`src/rtl/simpleio_ex.sv`:
```
// Memory-mapped simple I/O peripheral: LEDs, RGB channels, debounced switches/keys,
// latched key-press flags and a maskable interrupt. Optional LED blink via SIMPLEIO_BLINK_EN.
module simpleio_ex #(
  parameter int LED_W      = 8,
  parameter int NUM_RGB    = 2,
  parameter int SW_W       = 4,
  parameter int KEY_W      = 4,
  parameter int DEB_CYCLES = 16,
  parameter int BLINK_DIV  = 4194304
) (
  input  logic                 clk,
  input  logic                 rst_n,
  input  logic [3:0]           Address,
  input  logic [7:0]           DI,
  output logic [7:0]           DO,
  input  logic                 rw,
  input  logic                 cs,
  output logic [LED_W-1:0]     leds,
  output logic [3*NUM_RGB-1:0] rgb,
  input  logic [SW_W-1:0]      sw,
  input  logic [KEY_W-1:0]     key,
  output logic                 irq
);

  localparam int IN_W = SW_W + KEY_W;
  localparam int CW   = $clog2(DEB_CYCLES);
  localparam logic [CW-1:0] DEB_LAST = CW'(DEB_CYCLES - 1);

  // Bus: a write is cs=1 & rw=0 at the clock edge; any other edge is a read of Address,
  // whose data appears on DO one clock later. There is no wait state or handshake.
  logic wr;
  assign wr = cs & ~rw;

  logic [IN_W-1:0]  in_raw;
  logic [IN_W-1:0]  sync1;
  logic [IN_W-1:0]  sync2;
  logic [IN_W-1:0]  db;
  logic [CW-1:0]    deb_cnt [IN_W];
  logic [IN_W-1:0]  deb_fire;
  logic [KEY_W-1:0] key_rise;

  logic [LED_W-1:0] led_reg;
  logic [KEY_W-1:0] edge_flags;
  logic [KEY_W-1:0] irq_en;
  logic [KEY_W-1:0] edge_clr;
  logic [2:0]       rgb_reg [NUM_RGB];
  logic [2:0]       rgb_rd  [4];
  logic [7:0]       rd_data;

  assign in_raw = {sw, key};

  // deb_fire marks the edge on which a bit's debounced value takes the synced value.
  always_comb begin
    deb_fire = '0;
    for (int i = 0; i < IN_W; i++) begin
      deb_fire[i] = (sync2[i] != db[i]) && (deb_cnt[i] == DEB_LAST);
    end
  end

  assign key_rise = deb_fire[KEY_W-1:0] & sync2[KEY_W-1:0];

  always_ff @(posedge clk or negedge rst_n) begin
    if (!rst_n) begin
      sync1 <= '0;
      sync2 <= '0;
      db    <= '0;
      for (int i = 0; i < IN_W; i++) begin
        deb_cnt[i] <= '0;
      end
    end else begin
      sync1 <= in_raw;
      sync2 <= sync1;
      for (int i = 0; i < IN_W; i++) begin
        if (sync2[i] == db[i]) begin
          deb_cnt[i] <= '0;
        end else if (deb_fire[i]) begin
          db[i]      <= sync2[i];
          deb_cnt[i] <= '0;
        end else begin
          deb_cnt[i] <= deb_cnt[i] + 1'b1;
        end
      end
    end
  end

  assign edge_clr = (wr && (Address == 4'h2)) ? DI[KEY_W-1:0] : '0;

  always_ff @(posedge clk or negedge rst_n) begin
    if (!rst_n) begin
      led_reg    <= '0;
      edge_flags <= '0;
      irq_en     <= '0;
      irq        <= 1'b0;
      for (int n = 0; n < NUM_RGB; n++) begin
        rgb_reg[n] <= '0;
      end
    end else begin
      if (wr && (Address == 4'h0)) begin
        led_reg <= DI[LED_W-1:0];
      end
      if (wr && (Address == 4'h3)) begin
        irq_en <= DI[KEY_W-1:0];
      end
      for (int n = 0; n < NUM_RGB; n++) begin
        if (wr && (Address == 4'(4 + n))) begin
          rgb_reg[n] <= DI[2:0];
        end
      end
      // A new press on the same edge as its clear keeps the flag set.
      edge_flags <= (edge_flags & ~edge_clr) | key_rise;
      irq        <= |(edge_flags & irq_en);
    end
  end

  always_comb begin
    for (int n = 0; n < 4; n++) begin
      rgb_rd[n] = '0;
    end
    for (int n = 0; n < NUM_RGB; n++) begin
      rgb_rd[n] = rgb_reg[n];
    end
  end

  for (genvar g = 0; g < NUM_RGB; g++) begin : g_rgb
    assign rgb[3*g+2:3*g] = rgb_reg[g];
  end

`ifdef SIMPLEIO_BLINK_EN
  localparam int PW = (BLINK_DIV > 1) ? $clog2(BLINK_DIV) : 1;
  localparam logic [PW-1:0] PRE_LAST = PW'(BLINK_DIV - 1);

  logic [PW-1:0]    prescaler;
  logic             phase;
  logic [LED_W-1:0] blink_mask;

  always_ff @(posedge clk or negedge rst_n) begin
    if (!rst_n) begin
      prescaler  <= '0;
      phase      <= 1'b0;
      blink_mask <= '0;
    end else begin
      if (prescaler == PRE_LAST) begin
        prescaler <= '0;
        phase     <= ~phase;
      end else begin
        prescaler <= prescaler + 1'b1;
      end
      if (wr && (Address == 4'h8)) begin
        blink_mask <= DI[LED_W-1:0];
      end
    end
  end

  assign leds = led_reg ^ (blink_mask & {LED_W{phase}});
`else
  assign leds = led_reg;
`endif

  always_comb begin
    rd_data = '0;
    case (Address)
      4'h0: rd_data = 8'(led_reg);
      4'h1: rd_data = 8'(db);
      4'h2: rd_data = 8'(edge_flags);
      4'h3: rd_data = 8'(irq_en);
      4'h4, 4'h5, 4'h6, 4'h7: rd_data = {5'b0, rgb_rd[Address[1:0]]};
`ifdef SIMPLEIO_BLINK_EN
      4'h8: rd_data = 8'(blink_mask);
`endif
      default: rd_data = '0;
    endcase
  end

  always_ff @(posedge clk or negedge rst_n) begin
    if (!rst_n) begin
      DO <= '0;
    end else if (!wr) begin
      DO <= rd_data;
    end
  end

endmodule

```
`config.mk`:
```
export PLATFORM = sky130hd
export DESIGN_NAME = simpleio_ex
export DESIGN_NICKNAME = d
export VERILOG_FILES = /design/src/rtl/simpleio_ex.sv
export SDC_FILE = /design/constraint.sdc
export NUM_CORES = 1
export LEC_CHECK = 0
export CAP_MARGIN = 15
export CORE_MARGIN = 5
export CORE_UTILIZATION = 49
export DETAILED_ROUTE_END_ITERATION = 10
export PLACE_DENSITY = 0.76
export SYNTH_ARGS = -nofsm -noshare
export SYNTH_HDL_FRONTEND = slang
export SYNTH_SLANG_ARGS = --single-unit
export TNS_END_PERCENT = 100
```
`constraint.sdc`:
```
create_clock -name clk -period 1.1 [get_ports clk]
set_input_delay 0.22 -clock clk [delete_from_list [all_inputs] [get_ports clk]]
set_output_delay 0.22 -clock clk [all_outputs]
set_load 0.1 [all_outputs]
```
==> results of run 1 <==
==> per-stage QoR <==
stage	total power [mW]	cell area, µm²	cells	setup slack [ns]	util
CTS	8.74	5480	498	-0.268	0.755
global placement	5.97	4960	464	-0.609	0.683
global route	9.16	5670	504	-0.286	0.781
detailed placement	6.02	4960	464	-0.672	0.683
finish	8.81	5670	504	-0.256	0.781
floorplan	4.96	3800	277	-0.329	-
==> critical path: cells and delay by family, from the launching register on <==
kind / cells / cell delay [ns]
buffers and inverters: 2 / 0.29
DFF: 1 / 0.49
==> cell usage after synthesis, drive strengths merged, types with 5 or more instances <==
cell     n
inv      8
a21oi   16
nor3b   11
nand2   12
nand3    9
nor2b    9
ha       8
nor2    11
a22oi    5
mux2    29
xnor2   16
nand4b   8
dfrtp   87
o21ai    9
mux2i    7
==> layout make-up <==
| cell class | count | share of cell area |
|---|---|---|
| Tap cell | 99 | 0.0219 |
| Timing Repair Buffer | 118 | 0.231 |
| Inverter | 8 | 0.00530 |
| Multi-Input combinational cell | 176 | 0.310 |
| Clock inverter | 6 | 0.0161 |
| Clock buffer | 10 | 0.0243 |
| Sequential cell | 87 | 0.392 |
==> routing by layer <==
layer / vias up / track usage / share of wire
met5: - / 0 / 0
met4: 0 / 0.0736 / 0.017
met3: 18 / 0.0542 / 0.052
met2: 85 / 0.350 / 0.54
met1: 1387 / 0.244 / 0.39
li1: 1250 / - / -
==> power by group <==
part / total [mW] / switching (mW) / internal [mW]
clock network: 2.57 / 1.22 / 1.35
logic: 2.53 / 1.37 / 1.15
registers: 3.71 / 0.234 / 3.48
==> worst max-delay path by stage <==
stage               depth (start not counted)           endpoint
detailed placement                          6  DO[0]$_DFFE_PN0P_
global placement                            6  DO[1]$_DFFE_PN0P_
CTS                                         2             rgb[2]
global route                                2             rgb[5]
finish                                      2             rgb[4]
floorplan                                   4  DO[0]$_DFFE_PN0P_
==> kinds of logic (layout without fill, tap and decap cells) <==
group / after synthesis / in the layout
xor+xnor: 16 / 16
mux: 37 / 37
compound gates: 46 / 46
buf+inv: 14 / 142
flops: 87 / 87
fa+ha+maj: 8 / 8
simple gates: 69 / 69
==> what timing repair did <==
| action | in CTS | in global routing |
|---|---|---|
| cloned | 1 | 0 |
| pin swaps | 16 | 23 |
| endpoints found under the setup margin | 66 | 69 |
| resized for setup | 45 | 38 |
| setup buffers | 18 | 6 |
| endpoints found under the hold margin | 87 | 0 |
| hold buffers | 1 | 0 |
==> results.sh, run 1 <==
export IMPL_violations="setup timing"
export IMPL_rr_startpoint="rgb[0]$_DFFE_PN0P_"
export IMPL_coreArea_um2=7250
export IMPL_slowest_delay_ns=0.49
export IMPL_synth_compound_area_frac=0.0789
export IMPL_yosys_area_share_xor_xnor=0.0383
export IMPL_netlist_area_leader_share=0.594
export IMPL_rsz0062_at_grt="yes"
export IMPL_r2r_slack_ns=-0.18
export IMPL_syn_area_per_cell_um2=13.2
export IMPL_synthDistinctLibCells=38
export IMPL_layout_min_cycle_time_ns=1.36
export IMPL_initial_utilization=0.505
export IMPL_synth_simple_area_share=0.121
export IMPL_maxCapViolations=0
export IMPL_track_usage=0.203
export IMPL_yosys_top_cells_area="dfrtp_1 (59%), mux2_2 (7.1%), xnor2_1 (3.8%)"
export IMPL_slowest_stage="dfrtp_4"
export IMPL_clk_pin_slew_ns=0.09
export IMPL_critPathMaxFanout=2
export IMPL_finalNetCount=432
export IMPL_fin_crit_sh=1.23
export IMPL_syn2layout_area_growth_pct=54.8
export IMPL_setup_viol=33
export IMPL_largest_reg_flops=32
export IMPL_multi_input_area_um2=1760
export IMPL_die_h_um=96.5
export IMPL_seq_area_frac_synth=0.594
export IMPL_synth_edf_count=0
export IMPL_hold_class="in -> async"
export IMPL_avgViaCountPerCell=5.44
export IMPL_mostFrequentLayoutCells="dfrtp_1 (67), buf_4 (51), buf_12 (25)"
export IMPL_max_freq_mhz=738
export IMPL_grt_pass1_vias=2916
export IMPL_gp_congestion=0.848
export IMPL_die_w_um=96.5
export IMPL_synth_main_ff_cell="dfrtp_1"
export IMPL_synthArstFlopShare=1.00
export IMPL_io_pins=47
export IMPL_totalWireLength_um=8940
export IMPL_cp_startpoint="rgb[4]$_DFFE_PN0P_"
export IMPL_grt_pass1_wl_um=14200
export IMPL_rows=31
export IMPL_worst_slew_pin_slew_ns=0.406
export IMPL_required_ns=0.88
export IMPL_worst_setup_path_start_kind="register"
export IMPL_synth_fa_ha_area_frac=0.0273
export IMPL_crit_arrival_ns=1.14
export IMPL_cts_tree="yes"
export IMPL_status="finished with violations"
export IMPL_setup_worst_path_end_class="output pin"
export IMPL_overflow=0
export IMPL_slew_headroom=0.727
export IMPL_wl_per_cell_um=17.7
export IMPL_drtAntennaViolNets=0
export IMPL_grt_max_degree=51
export IMPL_final_max_slew_viol_count=0
export IMPL_fin_setup_tns_ns=-3.78
export IMPL_initialDrtViolationCount=132
export IMPL_clockRootBuffer="clkbuf_8"
export IMPL_muxShareOfSynthArea=0.121
export IMPL_clk_latency_ns=0.35
export IMPL_antenna_found_initial=0
export IMPL_num_vias=2740
export IMPL_regMostFlops="deb_cnt"
export IMPL_synth_fp_nets=309
export IMPL_die_area_um2=9300
export IMPL_clock_sinks=87
export IMPL_fill_cells=448
export IMPL_yosysWarnings=0
export IMPL_critical_path_class="reg -> out"
export IMPL_holdWs_ns=0.211
export IMPL_firstDrtPassIters=4
export IMPL_ys_ff_latch=87
export IMPL_ir_drop_uv=1110
export IMPL_cts_buffer_depth=2
export IMPL_skew_ns=0.00801
export IMPL_drc=0
export IMPL_h_tree_depth=3
export IMPL_drive_gt1_frac=0.533
export IMPL_rr_endpoint="DO[0]$_DFFE_PN0P_"
export IMPL_syn_area_um2=3660
export IMPL_synth_area_leader_cell="dfrtp_1"
export IMPL_port_buffers=46
export IMPL_power_density_nw_per_um2=1550
export IMPL_numCtsBuffers=9
export IMPL_path_cells="buf_6, buf_12"
export IMPL_hold_viol_final=0
export IMPL_synth_top_family_by_area="simple AND/OR/NAND/NOR gates"
export IMPL_setup_ws_ns=-0.256
export IMPL_power_leakage_nw=2.51
export IMPL_regArea_um2=2220
export IMPL_rr_worst_depth=4
export IMPL_mostFrequentLayoutCell="dfrtp_1"
export IMPL_num_antenna_cells=0
export IMPL_synthesis_instances=277
export IMPL_hpwl_um=5730
Power figures use the tool's default switching activity.
==> run 2: changes to the inputs <==
--- a/config.mk
+++ b/config.mk
@@ -8,7 +8,9 @@
 export CAP_MARGIN = 15
 export CORE_MARGIN = 5
 export CORE_UTILIZATION = 49
+export CTS_CLUSTER_SIZE = 16
 export DETAILED_ROUTE_END_ITERATION = 10
+export MAX_ROUTING_LAYER = met4
 export PLACE_DENSITY = 0.76
 export SYNTH_ARGS = -nofsm -noshare
 export SYNTH_HDL_FRONTEND = slang
==> run 2 against run 1 <==
The run still ends with setup timing left. Worst setup slack worse by 0.0013 ns. Critical endpoint is now rgb[1]. Largest cell class unchanged. Critical path type unchanged. Highest routed layer unchanged. Non-clock buffer count unchanged. Largest power group unchanged. Die area unchanged. Wire length up 0.69%. Register-to-register slack about the same. Sequential power about the same.
==> results.sh, run 2 (synthesis results as in run 1) <==
export IMPL_status="finished with violations"
export IMPL_violations="setup timing"
export IMPL_gp_congestion=0.861
export IMPL_grt_pass1_vias=2919
export IMPL_rr_worst_depth=4
export IMPL_antenna_found_initial=0
export IMPL_firstDrtPassIters=4
export IMPL_grt_pass1_wl_um=14200
export IMPL_fin_crit_sh=1.23
export IMPL_regMostFlops="deb_cnt"
export IMPL_die_w_um=96.5
export IMPL_clock_sinks=87
export IMPL_hold_class="in -> async"
export IMPL_overflow=0
export IMPL_critical_path_class="reg -> out"
export IMPL_max_freq_mhz=737
export IMPL_clk_latency_ns=0.36
export IMPL_cts_tree="yes"
export IMPL_placed_cell_area_um2=4960
export IMPL_setup_viol=33
export IMPL_switching_share=0.321
export IMPL_slew_headroom=0.728
export IMPL_maxCapViolations=0
export IMPL_setup_ws_ns=-0.257
export IMPL_p_int_mw=5.98
export IMPL_drtAntennaViolNets=0
export IMPL_coreArea_um2=7250
export IMPL_required_ns=0.88
export IMPL_power_leakage_nw=2.51
export IMPL_mostFrequentLayoutCell="dfrtp_1"
export IMPL_rows=31
export IMPL_critPathMaxFanout=2
export IMPL_power_density_nw_per_um2=1550
export IMPL_initial_utilization=0.505
export IMPL_p_seq_frac=0.421
export IMPL_power_switching_mw=2.83
export IMPL_ir_drop_uv=1110
export IMPL_fin_area_um2=5670
export IMPL_mostFrequentLayoutCells="dfrtp_1 (67), buf_4 (51), buf_12 (25)"
export IMPL_rr_endpoint="DO[0]$_DFFE_PN0P_"
export IMPL_rsz0062_at_grt="yes"
export IMPL_numCtsBuffers=9
export IMPL_hold_viol_final=0
export IMPL_port_buffers=46
export IMPL_track_usage=0.209
export IMPL_initialDrtViolationCount=142
export IMPL_clock_power_share=0.292
export IMPL_fill_cells=448
export IMPL_worst_slew_pin_slew_ns=0.406
export IMPL_die_h_um=96.5
export IMPL_syn2layout_area_growth_pct=54.8
export IMPL_finalNetCount=432
export IMPL_hpwl_um=5730
export IMPL_largest_reg_flops=32
export IMPL_drc=0
export IMPL_avgViaCountPerCell=5.41
export IMPL_num_vias=2725
export IMPL_h_tree_depth=3
export IMPL_holdWs_ns=0.211
export IMPL_regArea_um2=2220
export IMPL_r2r_slack_ns=-0.18
export IMPL_die_area_um2=9300
export IMPL_num_antenna_cells=0
export IMPL_totalWireLength_um=9000
export IMPL_io_pins=47
export IMPL_drive_gt1_frac=0.533
export IMPL_skew_ns=0.00526
export IMPL_rr_startpoint="rgb[0]$_DFFE_PN0P_"
export IMPL_wl_per_cell_um=17.9
export IMPL_clk_pin_slew_ns=0.09
export IMPL_worst_setup_path_start_kind="register"
export IMPL_grt_max_degree=51
export IMPL_final_max_slew_viol_count=0
export IMPL_setup_worst_path_end_class="output pin"
export IMPL_multi_input_area_um2=1760
export IMPL_comb_power_share=0.287
export IMPL_cts_buffer_depth=2
export IMPL_crit_arrival_ns=1.14
export IMPL_layout_min_cycle_time_ns=1.36
export IMPL_clockRootBuffer="clkbuf_8"
==> run 2: cell counts in the layout (fill, tap and decap cells not counted) <==
No cell type changed its count.
==> run 2: worst max-delay path, stage by stage (launching register included) <==
cell,delay (ns)
dfrtp_4,0.49
buf_6,0.13
buf_12,0.15
==> run 2: through the flow <==
| stage | TNS (ns) | util | setup slack, ns | instances | total power, mW |
|---|---|---|---|---|---|
| floorplan | -1.82 | - | -0.329 | 277 | 4.96 |
| global placement | -16.81 | 0.683 | -0.609 | 464 | 5.97 |
| detailed placement | -17.41 | 0.683 | -0.672 | 464 | 6.02 |
| CTS | -4.02 | 0.755 | -0.268 | 498 | 8.74 |
| global route | -5.23 | 0.781 | -0.286 | 504 | 9.15 |
| finish | -3.85 | 0.781 | -0.257 | 504 | 8.81 |
==> run 2: final cells by class <==
type                    count  share of cell area
repair buffers            118               0.231
well taps                  99              0.0219
clock buffers              10              0.0243
clock inverters             6              0.0161
inverters                   8             0.00530
flip-flops and latches     87               0.392
multi-input cells         176               0.310
==> run 2: timing repair <==
action / 4_1_cts / 5_1_grt
gates resized for setup: 45 / 38
hold buffers: 1 / 0
pin swaps: 16 / 23
setup buffers: 18 / 6
gates cloned: 1 / 0
endpoints found under the setup margin: 66 / 69
hold endpoints to repair: 87 / 0
==> run 2: layer usage <==
metal	vias up	global-route usage	part of all wire
met3	23	0.0480	0.045
met1	1384	0.248	0.40
met4	0	0.0736	0.022
li1	1247	-	-
met2	71	0.351	0.53
met5	-	-	0
==> run 2: power by group through the flow <==
stage / Sequential [mW] / Combinational [mW] / Clock, mW
4_1_cts: 3.69 / 2.46 / 2.59
3_5_place_dp: 3.75 / 2.27 / 0
6_report: 3.71 / 2.53 / 2.57
2_1_floorplan: 4.52 / 0.440 / 0
3_3_place_gp: 3.74 / 2.23 / 0
5_1_grt: 3.75 / 2.65 / 2.76
==> run 2: worst max-delay path by stage <==
stage                         to  slack, ns                from
2_1_floorplan  DO[0]$_DFFE_PN0P_      -0.33  rgb[0]$_DFFE_PN0P_
5_1_grt                   rgb[5]      -0.29  rgb[5]$_DFFE_PN0P_
3_5_place_dp   DO[0]$_DFFE_PN0P_      -0.67          Address[0]
6_report                  rgb[1]      -0.26  rgb[1]$_DFFE_PN0P_
4_1_cts                   rgb[2]      -0.27  rgb[2]$_DFFE_PN0P_
3_3_place_gp   DO[1]$_DFFE_PN0P_      -0.61          Address[0]
